==> src/rtl/dv_pkg.sv <==
// Shared types and default widths for the data-valid flag reader.
package dv_pkg;

  // Reader FSM: wait for the flag, then spend one cycle pulsing the clear.
  typedef enum logic {
    IDLE = 1'b0,
    CLR  = 1'b1
  } dv_state_e;

  localparam int DV_DATA_W = 8;
  localparam int DV_OVR_W  = 8;

endpackage

==> src/rtl/dv_rd_fifo.sv <==
// Register-based synchronous FIFO holding captured flag words.
// The pointers carry one extra MSB so full and empty can be told apart.
module dv_rd_fifo #(
  parameter int  DATA_W = 8,
  parameter int  DEPTH  = 4,
  localparam int AW     = $clog2(DEPTH)
) (
  input  logic              clk,
  input  logic              rst_n,
  input  logic              push,
  input  logic [DATA_W-1:0] push_data,
  input  logic              pop,
  output logic [DATA_W-1:0] head_data,
  output logic [AW:0]       count,
  output logic              full,
  output logic              empty
);

  logic [AW:0]       wr_ptr_q, wr_ptr_d;
  logic [AW:0]       rd_ptr_q, rd_ptr_d;
  logic [DATA_W-1:0] mem_q [DEPTH];
  logic [DATA_W-1:0] mem_d [DEPTH];
  logic              do_push, do_pop;

  assign empty     = (wr_ptr_q == rd_ptr_q);
  assign full      = (wr_ptr_q[AW] != rd_ptr_q[AW]) &&
                     (wr_ptr_q[AW-1:0] == rd_ptr_q[AW-1:0]);
  assign count     = wr_ptr_q - rd_ptr_q;
  assign head_data = mem_q[rd_ptr_q[AW-1:0]];
  assign do_push   = push && !full;
  assign do_pop    = pop && !empty;

  // Next pointer and storage values; a push and a pop may happen together.
  always_comb begin
    wr_ptr_d = wr_ptr_q;
    rd_ptr_d = rd_ptr_q;
    mem_d    = mem_q;
    if (do_push) begin
      mem_d[wr_ptr_q[AW-1:0]] = push_data;
      wr_ptr_d                = wr_ptr_q + 1'b1;
    end
    if (do_pop) begin
      rd_ptr_d = rd_ptr_q + 1'b1;
    end
  end

  // Storage is cleared on reset so the head reads zero while empty.
  always_ff @(posedge clk or negedge rst_n) begin
    if (!rst_n) begin
      wr_ptr_q <= '0;
      rd_ptr_q <= '0;
      for (int i = 0; i < DEPTH; i++) begin
        mem_q[i] <= '0;
      end
    end else begin
      wr_ptr_q <= wr_ptr_d;
      rd_ptr_q <= rd_ptr_d;
      mem_q    <= mem_d;
    end
  end

endmodule

==> src/rtl/dv_flag_reader.sv <==
// Consumer side of a data-valid set/clear flag: captures each flagged word
// into a FIFO, pulses the flag clear once per capture, streams words out and
// counts words the producer overwrote or lost to the clear.
module dv_flag_reader
  import dv_pkg::*;
#(
  parameter int DATA_W = DV_DATA_W,
  parameter int DEPTH  = 4,
  parameter int OVR_W  = DV_OVR_W
) (
  input  logic                   clk,
  input  logic                   rst_n,
  input  logic                   dv_in,
  input  logic [DATA_W-1:0]      dv_data,
  input  logic                   dv_set,
  output logic                   dv_clr,
  output logic                   m_valid,
  output logic [DATA_W-1:0]      m_data,
  input  logic                   m_ready,
  output logic [$clog2(DEPTH):0] fifo_cnt,
  output logic [OVR_W-1:0]       ovr_cnt,
  input  logic                   ovr_clr
);

  dv_state_e        state_q, state_d;
  logic             dv_clr_q, dv_clr_d;
  logic [OVR_W-1:0] ovr_cnt_q, ovr_cnt_d;
  logic             push, pop, fifo_full, fifo_empty, ovr_evt;

  dv_rd_fifo #(
    .DATA_W(DATA_W),
    .DEPTH (DEPTH)
  ) u_fifo (
    .clk      (clk),
    .rst_n    (rst_n),
    .push     (push),
    .push_data(dv_data),
    .pop      (pop),
    .head_data(m_data),
    .count    (fifo_cnt),
    .full     (fifo_full),
    .empty    (fifo_empty)
  );

  assign m_valid = !fifo_empty;
  assign pop     = m_valid && m_ready;
  assign dv_clr  = dv_clr_q;
  assign ovr_cnt = ovr_cnt_q;
  // A set arriving while the flag is still high, or while our clear is in
  // flight, means a word never reached the FIFO.
  assign ovr_evt = dv_set && (dv_in || (state_q == CLR));

  // Capture decision uses the registered full flag only, so a pop in the same
  // cycle does not make room for a capture until the next cycle.
  always_comb begin
    state_d  = state_q;
    dv_clr_d = 1'b0;
    push     = 1'b0;
    case (state_q)
      IDLE: begin
        if (dv_in && !fifo_full) begin
          push     = 1'b1;
          dv_clr_d = 1'b1;
          state_d  = CLR;
        end
      end
      CLR: begin
        state_d = IDLE;
      end
      default: begin
        state_d = IDLE;
      end
    endcase
  end

  // Saturating overrun counter; a clear request beats a same-cycle event.
  always_comb begin
    ovr_cnt_d = ovr_cnt_q;
    if (ovr_clr) begin
      ovr_cnt_d = '0;
    end else if (ovr_evt && (ovr_cnt_q != {OVR_W{1'b1}})) begin
      ovr_cnt_d = ovr_cnt_q + 1'b1;
    end
  end

  // State, clear pulse and overrun count registers.
  always_ff @(posedge clk or negedge rst_n) begin
    if (!rst_n) begin
      state_q   <= IDLE;
      dv_clr_q  <= 1'b0;
      ovr_cnt_q <= '0;
    end else begin
      state_q   <= state_d;
      dv_clr_q  <= dv_clr_d;
      ovr_cnt_q <= ovr_cnt_d;
    end
  end

endmodule

==> config.mk <==
export PLATFORM = sky130hd
export DESIGN_NAME = dv_flag_reader
export DESIGN_NICKNAME = d
export VERILOG_FILES = /design/src/rtl/dv_pkg.sv /design/src/rtl/dv_rd_fifo.sv /design/src/rtl/dv_flag_reader.sv
export SDC_FILE = /design/constraint.sdc
export NUM_CORES = 1
export LEC_CHECK = 0
export CAP_MARGIN = 40
export CELL_PAD_IN_SITES_DETAIL_PLACEMENT = 0
export CELL_PAD_IN_SITES_GLOBAL_PLACEMENT = 2
export CORE_MARGIN = 2
export CORE_UTILIZATION = 38
export DETAILED_ROUTE_END_ITERATION = 8
export MAX_ROUTING_LAYER = met4
export PLACE_DENSITY_LB_ADDON = 0.12
export RECOVER_POWER = 50
export SYNTH_ARGS = -nofsm -noshare
export SYNTH_HDL_FRONTEND = slang
export SYNTH_SLANG_ARGS = --single-unit
==> constraint.sdc <==
create_clock -name clk -period 2.2 [get_ports clk]
set_input_delay 0.44 -clock clk [delete_from_list [all_inputs] [get_ports clk]]
set_output_delay 0.44 -clock clk [all_outputs]
set_load 0.01 [all_outputs]
After elaboration in Yosys (flattened, before gate mapping). Index checks and enable logic that the tools add are counted.

Register bits after elaboration: 48. Output and inout port bits: 21. Word-level logic and storage cells: 46.

Equality and inequality tests: 4. Reductions and logical operators: 12. Bitwise logic cells: 3. Multiplexer cells: 11. Add/sub/neg operators: 4. Magnitude comparators: 3.

Operator list (number): $mux W8 (5); $bwmux W32 (1); $bmux W8 S2 (1); $demux W8 S2 (1); $add A8 B1 Y8 const B (1); $logic_and A1 B1 Y1 (8); $ne A8 B8 Y1 const B (1); $add A3 B1 Y3 const B (2); $ge A3 B3 Y1 const B (2); $not A2 Y3 (2); $eq A3 B3 Y1 (1); $lt A3 B1 Y1 const B (1); $sub A3 B3 Y3 (1); $eq A2 B2 Y1 (1); $logic_not A1 Y1 (2); $mux W1 (2); $pmux W1 S2 (1); $reduce_bool A2 Y1 (1); $logic_or A1 B1 Y1 (1); $ne A1 B1 Y1 (1); $not A1 Y1 (1).

Depth between registers and ports, before layout.
Word-level depth: 7. Mapped depth: 8. Mapped depth without buffers: 6.

Hierarchy. From an unflattened synthesis, not the netlist that was laid out.

Cell total of the unflattened synthesis: 172. Area total of the unflattened synthesis: 2392.3 um2.

Modules (own cells, without submodules): dv_rd_fifo (area each 1840.5 um2, instances 1, cells an instance 121); dv_flag_reader (area each 551.8 um2, instances 1, cells an instance 51).

Least setup slack after synthesis. No wires, ideal clock.

Path type: register to register. Start: reg u_fifo.rd_ptr_q[1]. End: reg u_fifo.mem_q[0] (netlist name). Path buffers: 2. Arrival time: 1.893 ns. Cell stages (with the launch flop): 9. Slack: 0.182 ns. Period minus slack after synthesis: 2.018 ns. Required time: 2.075 ns. Path through: dfrtp_1 -> clkbuf_1 -> inv_1 -> ha_1 -> nand2_1 -> o211a_1 -> buf_12 -> nand2_8 -> mux2_4.

Word-level cells in the longest chain between the ends: 7.

RTL lines: start: declaration (RTL line dv_rd_fifo.sv:20) `logic [AW:0] rd_ptr_q, rd_ptr_d;`; start signal: assignment (RTL line dv_rd_fifo.sv:57) `rd_ptr_q <= rd_ptr_d;`; $eq A2 B2 Y1 (RTL line dv_rd_fifo.sv:27) `(wr_ptr_q[AW-1:0] == rd_ptr_q[AW-1:0]);`; $logic_and A1 B1 Y1 (RTL line dv_rd_fifo.sv:26) `assign full = (wr_ptr_q[AW] != rd_ptr_q[AW]) &&`; $logic_not A1 Y1 (RTL line dv_flag_reader.sv:61) `if (dv_in && !fifo_full) begin`; $logic_and A1 B1 Y1 (RTL line dv_flag_reader.sv:61); $mux W1 (2 in series); named net dv_clr_d (RTL line dv_flag_reader.sv:26) `logic dv_clr_q, dv_clr_d;`; $logic_and A1 B1 Y1 (RTL line dv_rd_fifo.sv:30) `assign do_push = push && !full;`; end signal: assignment (RTL line dv_rd_fifo.sv:58) `mem_q <= mem_d;`; end: declaration (RTL line dv_rd_fifo.sv:21) `logic [DATA_W-1:0] mem_q [DEPTH];`.

The timed path passes the listed nets, and every way through them passes these cells. A chain may end at the register's enable or synchronous reset.

Worst setup path after layout.
Start: reg u_fifo.rd_ptr_q[0]. End: out m_data[7].

Word-level cells in the longest chain between the ends: 4.

RTL lines: $not A2 Y3 (not written as such) (RTL line dv_rd_fifo.sv:29) `assign head_data = mem_q[rd_ptr_q[AW-1:0]];`; $bmux W8 S2 (RTL line dv_rd_fifo.sv:29); $mux W8 (not written as such) (2 in series) (RTL line dv_rd_fifo.sv:29); end: declaration (RTL line dv_flag_reader.sv:18) `output logic [DATA_W-1:0] m_data,`.

Every way passes these cells. The select of a mux whose other input is x is not followed.

==> impl_metrics.env <==
export IMPL_utilization_pct=47.9
export IMPL_first_pass_iters=4
export IMPL_cts_root_buffer="clkbuf_8"
export IMPL_num_antenna_cells=0
export IMPL_syn_area_per_cell_um2=15.2
export IMPL_cp_start_kind="register"
export IMPL_cpLargestDelayFamily="multiplexers"
export IMPL_top_usage_layer="met2"
export IMPL_fp_coreArea_um2=6240
export IMPL_min_path_type="primary input to async pin"
export IMPL_drcViolationCount=0
export IMPL_r2r_cells=7
export IMPL_wirelength_um=4780
export IMPL_drt_iter0_markers=50
export IMPL_grt_max_degree=48
export IMPL_synth_seq_cells=47
export IMPL_tns_ps=0
export IMPL_max_freq_ghz=0.472
export IMPL_vias=1406
export IMPL_slew_headroom_pct=23.3
export IMPL_die_x_um=83.8
export IMPL_maxCapViolations=0
export IMPL_final_common_cell="dfrtp_1"
export IMPL_grtUsageMet1_pct=20.5
export IMPL_grtUsageTotal_pct=15.2
export IMPL_ys_seq_area_share_pct=48.6
export IMPL_clk_latency_ps=300
export IMPL_ys_warn_count=0
export IMPL_critPathBufInv=2
export IMPL_antenna_found_initial=0
export IMPL_vdd_drop_max_v=0.000685
export IMPL_nNetsFinal=227
export IMPL_post_dp_hpwl_um=3450
export IMPL_clock_path_buffers=2
export IMPL_layout_common_cells="dfrtp_1, mux2_4, clkdlybuf4s50_1"
export IMPL_setup_viol=0
export IMPL_total_leakage_power_nw=1.38
export IMPL_grt_pass1_vias=1518
export IMPL_grtUsageMet3_pct=3.17
export IMPL_fin_crit_sh_pct=96.3
export IMPL_rsz0062_at_grt="no"
export IMPL_hold_violations=0
export IMPL_grt_pass1_wl_um=8140
export IMPL_crit_path_end_kind="output pin"
export IMPL_cp_required_ps=1760
export IMPL_tightest_slew_ps=1150
export IMPL_cts_tree="yes"
export IMPL_numCtsBuffers=5
export IMPL_regToRegStartpoint="u_fifo.rd_ptr_q[1]"
export IMPL_use_met2_pct=23.7
export IMPL_synthToLayoutAreaGrowth_pct=23.4
export IMPL_reg2reg_to="u_fifo.mem_q[1]"
export IMPL_crit_arrival_ps=1680
export IMPL_wl_per_cell_um=16.9
export IMPL_cp_slowest_stage_delay_ps=510
export IMPL_start_util_pct=38.8
export IMPL_port_buffers=34
export IMPL_clkSinkCount=47
export IMPL_cts_reportedPaths_clkPinSlew_ps=90
export IMPL_cpMaxStageDelayCell="mux4_2"
export IMPL_io_pins=35
export IMPL_path_max_fanout=9
export IMPL_antenna_left=0
export IMPL_holdBufCountCts=0
export IMPL_placed_cells=273
export IMPL_worst_clock_skew_ps=10.5
export IMPL_r2r_setup_slack_ps=390
export IMPL_period_needed_ps=2120
export IMPL_rows=29
export IMPL_cp_cell_sequence="buf_12 -> mux4_2 -> dlygate4sd2_1"
export IMPL_cp_depth=3
export IMPL_place_congestion=0.714
export IMPL_dieHeight_um=83.8
export IMPL_die_area_um2=7030
export IMPL_synthesis_nets=182
export IMPL_grt_ovfl_total=0
export IMPL_power_mw=4.34
export IMPL_slew_viol_final=0
export IMPL_worst_setup_path_type="register to output pin"
export IMPL_vias_per_cell=4.99
export IMPL_fin_cells=282
export IMPL_status="finished, final reports clean"
export IMPL_netlist_instances=159
export IMPL_synth_area_um2=2420
export IMPL_cts_max_level=2
export IMPL_drive_gt1_share_pct=32.7
export IMPL_synth_distinct_cells=34
export IMPL_power_density_nw_per_um2=1450
worst register-to-register path, stage by stage, from the launching register on:
cell     delay, ps
dfrtp_1        440
inv_1           70
ha_1           300
nand2_1         50
o211a_1        230
buf_12         160
nand2_8        150
mux2_4         320
state kept, by name (all words and copies together) (netlist names):
signal and count:
u_fifo.mem_q 32, ovr_cnt 8, u_fifo.rd_ptr_q 3, u_fifo.wr_ptr_q 3
dv_clr 1
logic make-up (layout without fill, tap and decap cells):
logic type               Yosys count  in the layout  synth area share [%]
multiplexers                      42             42                  28.2
adder cells (fa/ha/maj)            9              9                  4.96
buffers and inverters             11             57                  2.43
AND/OR/NAND/NOR                   27             27                  8.58
flip-flops                        47             47                  48.6
XOR/XNOR                           7              7                  2.84
AO/OA/AOI/OAI                     16             16                  4.44
per-stage QoR:
step / hold slack (ps) / worst slack [ps] / cell area (um2)
2_1_floorplan: 144 / 182 / 2420
3_3_place_gp: 437 / 102 / 2900
3_5_place_dp: 444 / 107 / 2900
4_1_cts: 116 / 11.6 / 3000
5_1_grt: 538 / 3.93 / 2990
6_report: 444 / 81.1 / 2990
layout make-up:
cell class | count | area (um2)
Multi-Input combinational cell | 101 | 1190
Fill cell | 557 | 3250
Timing Repair Buffer | 42 | 402
Sequential cell | 47 | 1180
Inverter | 7 | 26.3
Clock inverter | 2 | 16.3
Tap cell | 77 | 96.3
Clock buffer | 6 | 82.6
repair_timing:
item,CTS,global route
pin swaps,0,1
endpoints found under the setup margin,11,4
setup buffers,0,1
gates resized for setup,15,4
per-layer routing:
metal	vias to the layer above	part of all wire (%)
met5	-	0
met4	0	1.1
met3	5	3.5
met2	31	49
met1	709	46
li1	661	-
power breakdown:
part	internal, mW	switching (mW)	total [mW]	leakage, nW
Clock	0.257	0.299	0.555	0.0474
Combinational	1.38	0.908	2.29	0.753
Sequential	1.24	0.257	1.50	0.577
Total	2.88	1.46	4.34	1.38
Yosys cell counts:
cell type | n | area, um2
nand4_1 | 1 | 6.26
nor3_1 | 3 | 15.0
mux4_2 | 8 | 180
buf_2 | 1 | 5.00
mux2_2 | 1 | 11.3
a21oi_1 | 5 | 25.0
o21ai_0 | 4 | 20.0
xnor2_1 | 5 | 43.8
buf_1 | 1 | 3.75
nand2_8 | 4 | 80.1
inv_1 | 7 | 26.3
nand3_1 | 4 | 20.0
nand2_1 | 6 | 22.5
fa_1 | 1 | 20.0
buf_12 | 1 | 20.0
or3_1 | 1 | 6.26
o21a_2 | 1 | 8.76
nand2b_1 | 1 | 6.26
ha_1 | 8 | 100
o41ai_1 | 1 | 8.76
a31o_2 | 1 | 8.76
mux2i_1 | 1 | 10.0
o2111a_1 | 1 | 11.3
nand4_4 | 1 | 21.3
or4_1 | 2 | 15.0
clkbuf_1 | 1 | 3.75
mux2_4 | 32 | 480
xnor2_2 | 1 | 16.3
dfrtp_1 | 47 | 1180
nor2_1 | 4 | 15.0
o211a_1 | 1 | 10.0
xor2_1 | 1 | 8.76
o31ai_1 | 1 | 7.51
o21a_1 | 1 | 7.51
worst max-delay path by stage:
stage / startpoint / end / slack, ps
floorplan: u_fifo.rd_ptr_q[1] / u_fifo.mem_q[0] / 180
global placement: u_fifo.rd_ptr_q[0] / fifo_cnt[2] / 100
detailed placement: u_fifo.rd_ptr_q[0] / fifo_cnt[2] / 110
CTS: u_fifo.rd_ptr_q[0] / fifo_cnt[2] / 10
global route: u_fifo.rd_ptr_q[0] / m_data[2] / 4
finish: u_fifo.rd_ptr_q[0] / m_data[7] / 80
Note: power is estimated with default switching activity, not from simulation.
